**config.mk**
```make
export PLATFORM = sky130hd
export DESIGN_NAME = rom_port_unit
export DESIGN_NICKNAME = d
export VERILOG_FILES = /design/src/rtl/rom_port_unit.sv
export SDC_FILE = /design/constraint.sdc
export NUM_CORES = 2
export LEC_CHECK = 0
export CAP_MARGIN = 20
export CORE_MARGIN = 2
export CORE_UTILIZATION = 55
export DETAILED_ROUTE_END_ITERATION = 12
export HOLD_SLACK_MARGIN = 0.02
export PLACE_DENSITY = 0.7
export SLEW_MARGIN = 20
export SYNTH_ARGS = -nofsm -noshare
export SYNTH_HDL_FRONTEND = slang
export SYNTH_SLANG_ARGS = --single-unit
```
**constraint.sdc**
```tcl
create_clock -name clock -period 2.7 [get_ports clock]
set_input_delay 0.405 -clock clock [delete_from_list [all_inputs] [get_ports clock]]
set_output_delay 0.405 -clock clock [all_outputs]
set_load 0.05 [all_outputs]
```
**src/rtl/rom_port_unit.sv**
```systemverilog
// -----------------------------------------------------------------------------
// rom_port_unit
//
// Program-ROM and I/O-port companion for the 4-bit CPU. It follows the CPU's
// 8-phase instruction cycle (A1 A2 A3 M1 M2 X1 X2 X3), captures the 12-bit
// fetch address from the shared nibble bus and returns the 8-bit opcode as two
// nibbles in M1/M2. It also owns a 256x8 program store (host-writable) and one
// 4-bit I/O port, reached through SRC (chip select), WRR (write) and RDR (read).
//
// Ports
//   clock      rising-edge clock
//   reset      asynchronous, active-low
//   halt       freezes phase and all state (program-store writes still land)
//   sync       CPU sync, high during X3; the following cycle is A1
//   rom_cmd    CPU ROM command strobe
//   bus_i      nibble from CPU data_o, qualified by bus_i_en
//   bus_i_en   CPU data_en
//   bus_o      nibble to CPU data_i, 0 when not driving
//   bus_en     unit is driving the bus (M1, M2 or X2 only)
//   prog_we    host program-store write strobe
//   prog_addr  host write address
//   prog_data  host write byte
//   io_in      input port, passed through during an RDR X2
//   io_out     registered output port, written by WRR
// -----------------------------------------------------------------------------
module rom_port_unit #(
  parameter logic [3:0] CHIP_ID = 4'h0
) (
  input  logic       clock,
  input  logic       reset,
  input  logic       halt,
  input  logic       sync,
  input  logic       rom_cmd,
  input  logic [3:0] bus_i,
  input  logic       bus_i_en,
  output logic [3:0] bus_o,
  output logic       bus_en,
  input  logic       prog_we,
  input  logic [7:0] prog_addr,
  input  logic [7:0] prog_data,
  input  logic [3:0] io_in,
  output logic [3:0] io_out
);

  localparam logic [3:0] OP_IO  = 4'hE;
  localparam logic [3:0] OP_WRR = 4'h2;
  localparam logic [3:0] OP_RDR = 4'hA;

  typedef enum logic [3:0] {
    PH_A1   = 4'd0,
    PH_A2   = 4'd1,
    PH_A3   = 4'd2,
    PH_M1   = 4'd3,
    PH_M2   = 4'd4,
    PH_X1   = 4'd5,
    PH_X2   = 4'd6,
    PH_X3   = 4'd7,
    PH_IDLE = 4'd8
  } phase_e;

  phase_e      phase_q, phase_d;
  logic [11:0] addr_q, addr_d;
  logic        sel_q, sel_d;
  logic [7:0]  fetch_q, fetch_d;
  logic [3:0]  op_hi_q, op_hi_d;
  logic [3:0]  op_lo_q, op_lo_d;
  logic        io_pending_q, io_pending_d;
  logic        io_sel_q, io_sel_d;
  logic [3:0]  io_out_q, io_out_d;

  logic [7:0]  prog_mem [256];

  // NOTE: the program store has no reset: clearing 256 bytes on reset would
  // turn it into a large reset tree for contents the host always loads anyway.
  always_ff @(posedge clock) begin
    if (prog_we) begin
      prog_mem[prog_addr] <= prog_data;
    end
  end

  // Phase sequencing. sync wins from any phase (including an in-flight
  // instruction, which it aborts); without sync X3 falls back to IDLE.
  always_comb begin
    // NOTE: every always_comb output gets a default first so that no path
    // leaves it unassigned and a latch is never inferred.
    phase_d = phase_q;
    if (!halt) begin
      if (sync) begin
        phase_d = PH_A1;
      end else begin
        unique case (phase_q)
          PH_A1:   phase_d = PH_A2;
          PH_A2:   phase_d = PH_A3;
          PH_A3:   phase_d = PH_M1;
          PH_M1:   phase_d = PH_M2;
          PH_M2:   phase_d = PH_X1;
          PH_X1:   phase_d = PH_X2;
          PH_X2:   phase_d = PH_X3;
          default: phase_d = PH_IDLE;  // X3 and IDLE
        endcase
      end
    end
  end

  // Datapath next-state: address latches, fetch, opcode tracking, I/O port.
  always_comb begin
    addr_d       = addr_q;
    sel_d        = sel_q;
    fetch_d      = fetch_q;
    op_hi_d      = op_hi_q;
    op_lo_d      = op_lo_q;
    io_pending_d = io_pending_q;
    io_sel_d     = io_sel_q;
    io_out_d     = io_out_q;

    if (!halt) begin
      unique case (phase_q)
        PH_A1: if (bus_i_en) addr_d[3:0] = bus_i;
        PH_A2: if (bus_i_en) addr_d[7:4] = bus_i;
        PH_A3: begin
          if (bus_i_en) addr_d[11:8] = bus_i;
          // Chip select uses the A3 nibble as it is being latched.
          sel_d   = (addr_d[11:8] == CHIP_ID);
          // Registered read: a host write on this same edge is not visible,
          // so a same-address collision returns the old byte.
          fetch_d = prog_mem[addr_q[7:0]];
        end
        PH_M1: if (sel_q) op_hi_d = fetch_q[7:4];
        PH_M2: begin
          if (sel_q) begin
            op_lo_d = fetch_q[3:0];
            // The CM-ROM strobe in M2 of an I/O opcode arms the X2 action.
            if (op_hi_q == OP_IO && rom_cmd) io_pending_d = 1'b1;
          end
        end
        PH_X2: begin
          if (rom_cmd && bus_i_en) io_sel_d = (bus_i == CHIP_ID);
          // WRR acts on the chip selected by an earlier SRC, not this X2's.
          if (io_pending_q && io_sel_q && bus_i_en && op_lo_q == OP_WRR) begin
            io_out_d = bus_i;
          end
        end
        default: ;
      endcase

      // Leaving the instruction (normally or by a resync abort) drops any
      // armed I/O action.
      if (phase_d == PH_A1 || phase_d == PH_IDLE) io_pending_d = 1'b0;
    end
  end

  // NOTE: state registers use non-blocking assignments so every register
  // samples the pre-edge values regardless of statement order.
  always_ff @(posedge clock or negedge reset) begin
    if (!reset) begin
      phase_q      <= PH_IDLE;
      addr_q       <= '0;
      sel_q        <= 1'b0;
      fetch_q      <= '0;
      op_hi_q      <= '0;
      op_lo_q      <= '0;
      io_pending_q <= 1'b0;
      io_sel_q     <= 1'b0;
      io_out_q     <= '0;
    end else begin
      phase_q      <= phase_d;
      addr_q       <= addr_d;
      sel_q        <= sel_d;
      fetch_q      <= fetch_d;
      op_hi_q      <= op_hi_d;
      op_lo_q      <= op_lo_d;
      io_pending_q <= io_pending_d;
      io_sel_q     <= io_sel_d;
      io_out_q     <= io_out_d;
    end
  end

  // Bus drive is decoded straight from registered state, so an asynchronous
  // reset (phase -> IDLE) releases the bus immediately.
  always_comb begin
    bus_o  = 4'h0;
    bus_en = 1'b0;
    unique case (phase_q)
      PH_M1: if (sel_q) begin
        bus_en = 1'b1;
        bus_o  = fetch_q[7:4];
      end
      PH_M2: if (sel_q) begin
        bus_en = 1'b1;
        bus_o  = fetch_q[3:0];
      end
      PH_X2: if (io_pending_q && io_sel_q && op_lo_q == OP_RDR) begin
        bus_en = 1'b1;
        bus_o  = io_in;
      end
      default: ;
    endcase
  end

  assign io_out = io_out_q;

endmodule

```
==> results.txt <==
The run finished, with violations left. The final reports fail on setup timing. Traced cell by cell, the critical path runs through buf_12 -> buf_16 -> buf_8 -> buf_12 -> mux2i_4 -> o22ai_4 -> buf_6 -> o21a_1 -> o211ai_1 -> nor3_4 -> a221o_1. Yosys attributes the largest share of cell area to edfxtp_1, mux4_2, mux2i_1. The die covers 152000 um^2.

The leakage dissipation came out at 32.6 nW. The count of endpoints failing hold in the final timing report is 0. The number of max-slew violations in the final report came to 0. The final setup violation count is 13. The startpoint type of the worst setup path is a flip-flop.

The worst setup path is of the flip-flop to flip-flop kind. The number of buffers and inverters on the critical path came out at 5. Counting every net in the synthesized netlist gives 4128. The worst slew margin relative to its limit is 0.306.

The y dimension of the die came out at 389 um. The signal arrival time at the worst endpoint came out at 3750 ps. The number of cell rows came out at 141. The proportion of netlist area held by the largest area contributor is 0.753. The final weighted congestion of routability-driven global placement came out at 0.953. Sorting the synthesized cells by how often they occur yields edfxtp_1, mux4_2, nor2_1. Counting flops and latches in the post-synthesis netlist gives 2087.

The share of the clock period used by the worst path after layout is 1.12. At the pin with the least slew margin, the transition time is 1040 ps. The final non-filler cell area came out at 97600 um^2. The synthesized netlist occupies a cell area of 81600 um^2. The synthesis-to-layout area growth came out at 19.5%. Along the worst path, the maximum fanout reaches 8. The number of antenna-violating nets in the routed design is 0. Of the synthesized area, sequential elements account for 0.765. The initial antenna violation count is 5. The final clock skew came out at 38.0 ps. For this block, the routed nets add up to 212000 um of wire.

The area of the placeable core came out at 147000 um^2. The number of CTS-inserted buffers came out at 204. The initial standard-cell utilization of the core is 0.553. At the placement stage, the worst setup path has a slack of -962 ps.

The final standard cell utilization of the core is 0.662. The worst hold margin is 85.8 ps. In the synthesized netlist the dominant register cell turns out to be edfxtp_1.

The clock tree root driver cell is clkbuf_16. The shortest clock period the worst path allows after layout is 3030 ps. The routed wire length per instance came out at 30.3 um. The number of synthesized flops with an enable pin came out at 2048. After clock tree synthesis, the clock-pin slew on the worst setup and hold paths is 70 ps. The total power per unit cell area came out at 873 nW/um^2. The tool flagged a number of max-cap violations equal to 0.

The detailed router placed 44667 vias in this run. The clock tree buffer depth came out at 3. Entering global routing, the biggest net connects 86 pins. The number of warnings issued by yosys came out at 0. The number of top-level design ports is 40. The fraction of final layout cells sized beyond drive strength 1 came out at 0.321. The worst IR drop on VDD is 0.000655 V. In the routed layout, each cell is associated on average with a via count of 6.40. For this run the aggregate overflow at the end of global routing stands at 0. The number of sinks on the clock net is 2087. The gate count of the mapped netlist is 4097. After the last flow step, the layout net total stands at 4906. The average cell area after synthesis came out at 19.9 um^2.

Yosys instantiated no cell more often than edfxtp_1. After legalization and detailed placement, the total HPWL measured 137000 um. The worst setup path is captured at a flip-flop. For this design, the slowest cell found on the critical path is o211ai_1. The depth of the CTS H-tree is 4. The largest area contributor in the synthesized netlist is edfxtp_1. Setup repair after global routing could not meet its margin everywhere. The first-pass iteration count of the detailed router is 5. The DRC violation total after the first TritonRoute iteration came out at 5769. The kind of cell with the highest combined delay along the critical path is compound AO/OA/AOI/OAI gates. The number of global-route vias before repair came out at 43878. The most numerous cell type found on the critical path is buf_12. The maximum clock rate came out at 330 MHz. The worst min-delay path class is input port to flip-flop. The least setup slack across all paths after layout came out at -332 ps.

The clock latency on the worst-skew pair came out at 850 ps. The proportion of synthesized flip-flops having asynchronous set or reset came out at 0.0187. The critical path data required time is 3410 ps.

The number of distinct library cell variants in the gate-level netlist after synthesis is 65. The largest incremental delay on the critical path came out at 530 ps. The first global-routing pass estimated 305000 um of wire. The post-detailed-route DRC marker count came out at 0.

The TritonCTS clock tree is done. Input and output buffers added on the ports amount to 39. The overall routing resource usage came out at 0.280. The die extent in x came out at 389 um. Summing all placed instances gives a cell area of 89300 um^2.
[state kept, by name (all words and copies together) (netlist names)]
register      flops
io_sel_q          1
io_out            4
op_lo_q           4
sel_q             1
io_pending_q      1
addr_q           12
fetch_q           8
prog_mem       2048
op_hi_q           4
phase_q           4
[cell families after synthesis]
kind of cell | synth area share
simple gates | 0.0321
flops | 0.765
buf+inv | 0.0202
mux | 0.144
compound gates | 0.0383
[layout make-up]
class,count,area [um^2]
inverter,5,21.3
multi-input combinational,1754,18400
fill,9440,49900
clock inverter,124,1080
clock buffer,254,5400
tap,1930,2410
timing repair buffer,823,7760
antenna,3,7.51
sequential,2087,62500
[power breakdown]
part           internal, mW  total (mW)  switching [mW]
clock                  15.6        27.5            11.9
sequential             35.8        36.2           0.352
combinational          9.79        21.4            11.7
total                  61.2        85.2            23.9
[per-layer routing]
metal | vias up | GRT usage | share of wire
met5 | - | 0 | 0.00012
met4 | 4 | 0.0949 | 0.036
met3 | 390 | 0.0512 | 0.10
met2 | 2641 | 0.444 | 0.48
met1 | 23156 | 0.398 | 0.38
li1 | 18476 | - | -
[what timing repair did]
action / in CTS / in global routing
setup buffers: 51 / 15
resized for setup: 137 / 86
setup endpoints to repair: 13 / 13
gates cloned: 5 / 1
pin swaps: 19 / 32
hold buffers: 2 / 0
endpoints found under the hold margin: 45 / 0
[per-stage QoR]
| stage | std cells | setup TNS (ps) | power (mW) |
|---|---|---|---|
| floorplan | 4097 | 0 | 47.9 |
| global placement | 6528 | -5570 | 55.9 |
| detailed placement | 6528 | -6150 | 56.1 |
| CTS | 6964 | -2360 | 84.7 |
| global route | 6977 | -3100 | 87.5 |
| finish | 6980 | -2110 | 85.2 |
[final timing paths]
path,start,endpoint,slack (ps),cells after the start
setup / recovery,addr_q[0],fetch_q[1],-330,11
hold / removal,prog_data[1],prog_mem[149][1],90,1
setup reg to reg,addr_q[0],fetch_q[1],-330,11
hold reg to reg,io_out[0],io_out[0],500,1
max in group asynchronous,reset,fetch_q[3],1960,3
min in group asynchronous,reset,io_out[3],150,2
[cell usage in the layout, fill, tap and decap left out, types with 16 or more instances in the layout]
cell type and count:
a211oi_1 21, a21oi_1 52, a22oi_1 37, buf_12 84, buf_4 664, buf_6 22
clkbuf_1 44, clkbuf_16 210, clkdlybuf4s50_1 25, clkinv_1 53, clkinv_2 33, dfrtp_1 31
edfxtp_1 2048, mux2_2 26, mux2i_1 277, mux4_2 376, nand2_1 169, nand3_1 45
nand4_1 16, nor2_1 287, o21ai_0 25, o21ai_1 24, o221ai_1 37, o22ai_1 95
Note: power is estimated with default switching activity, not from simulation.
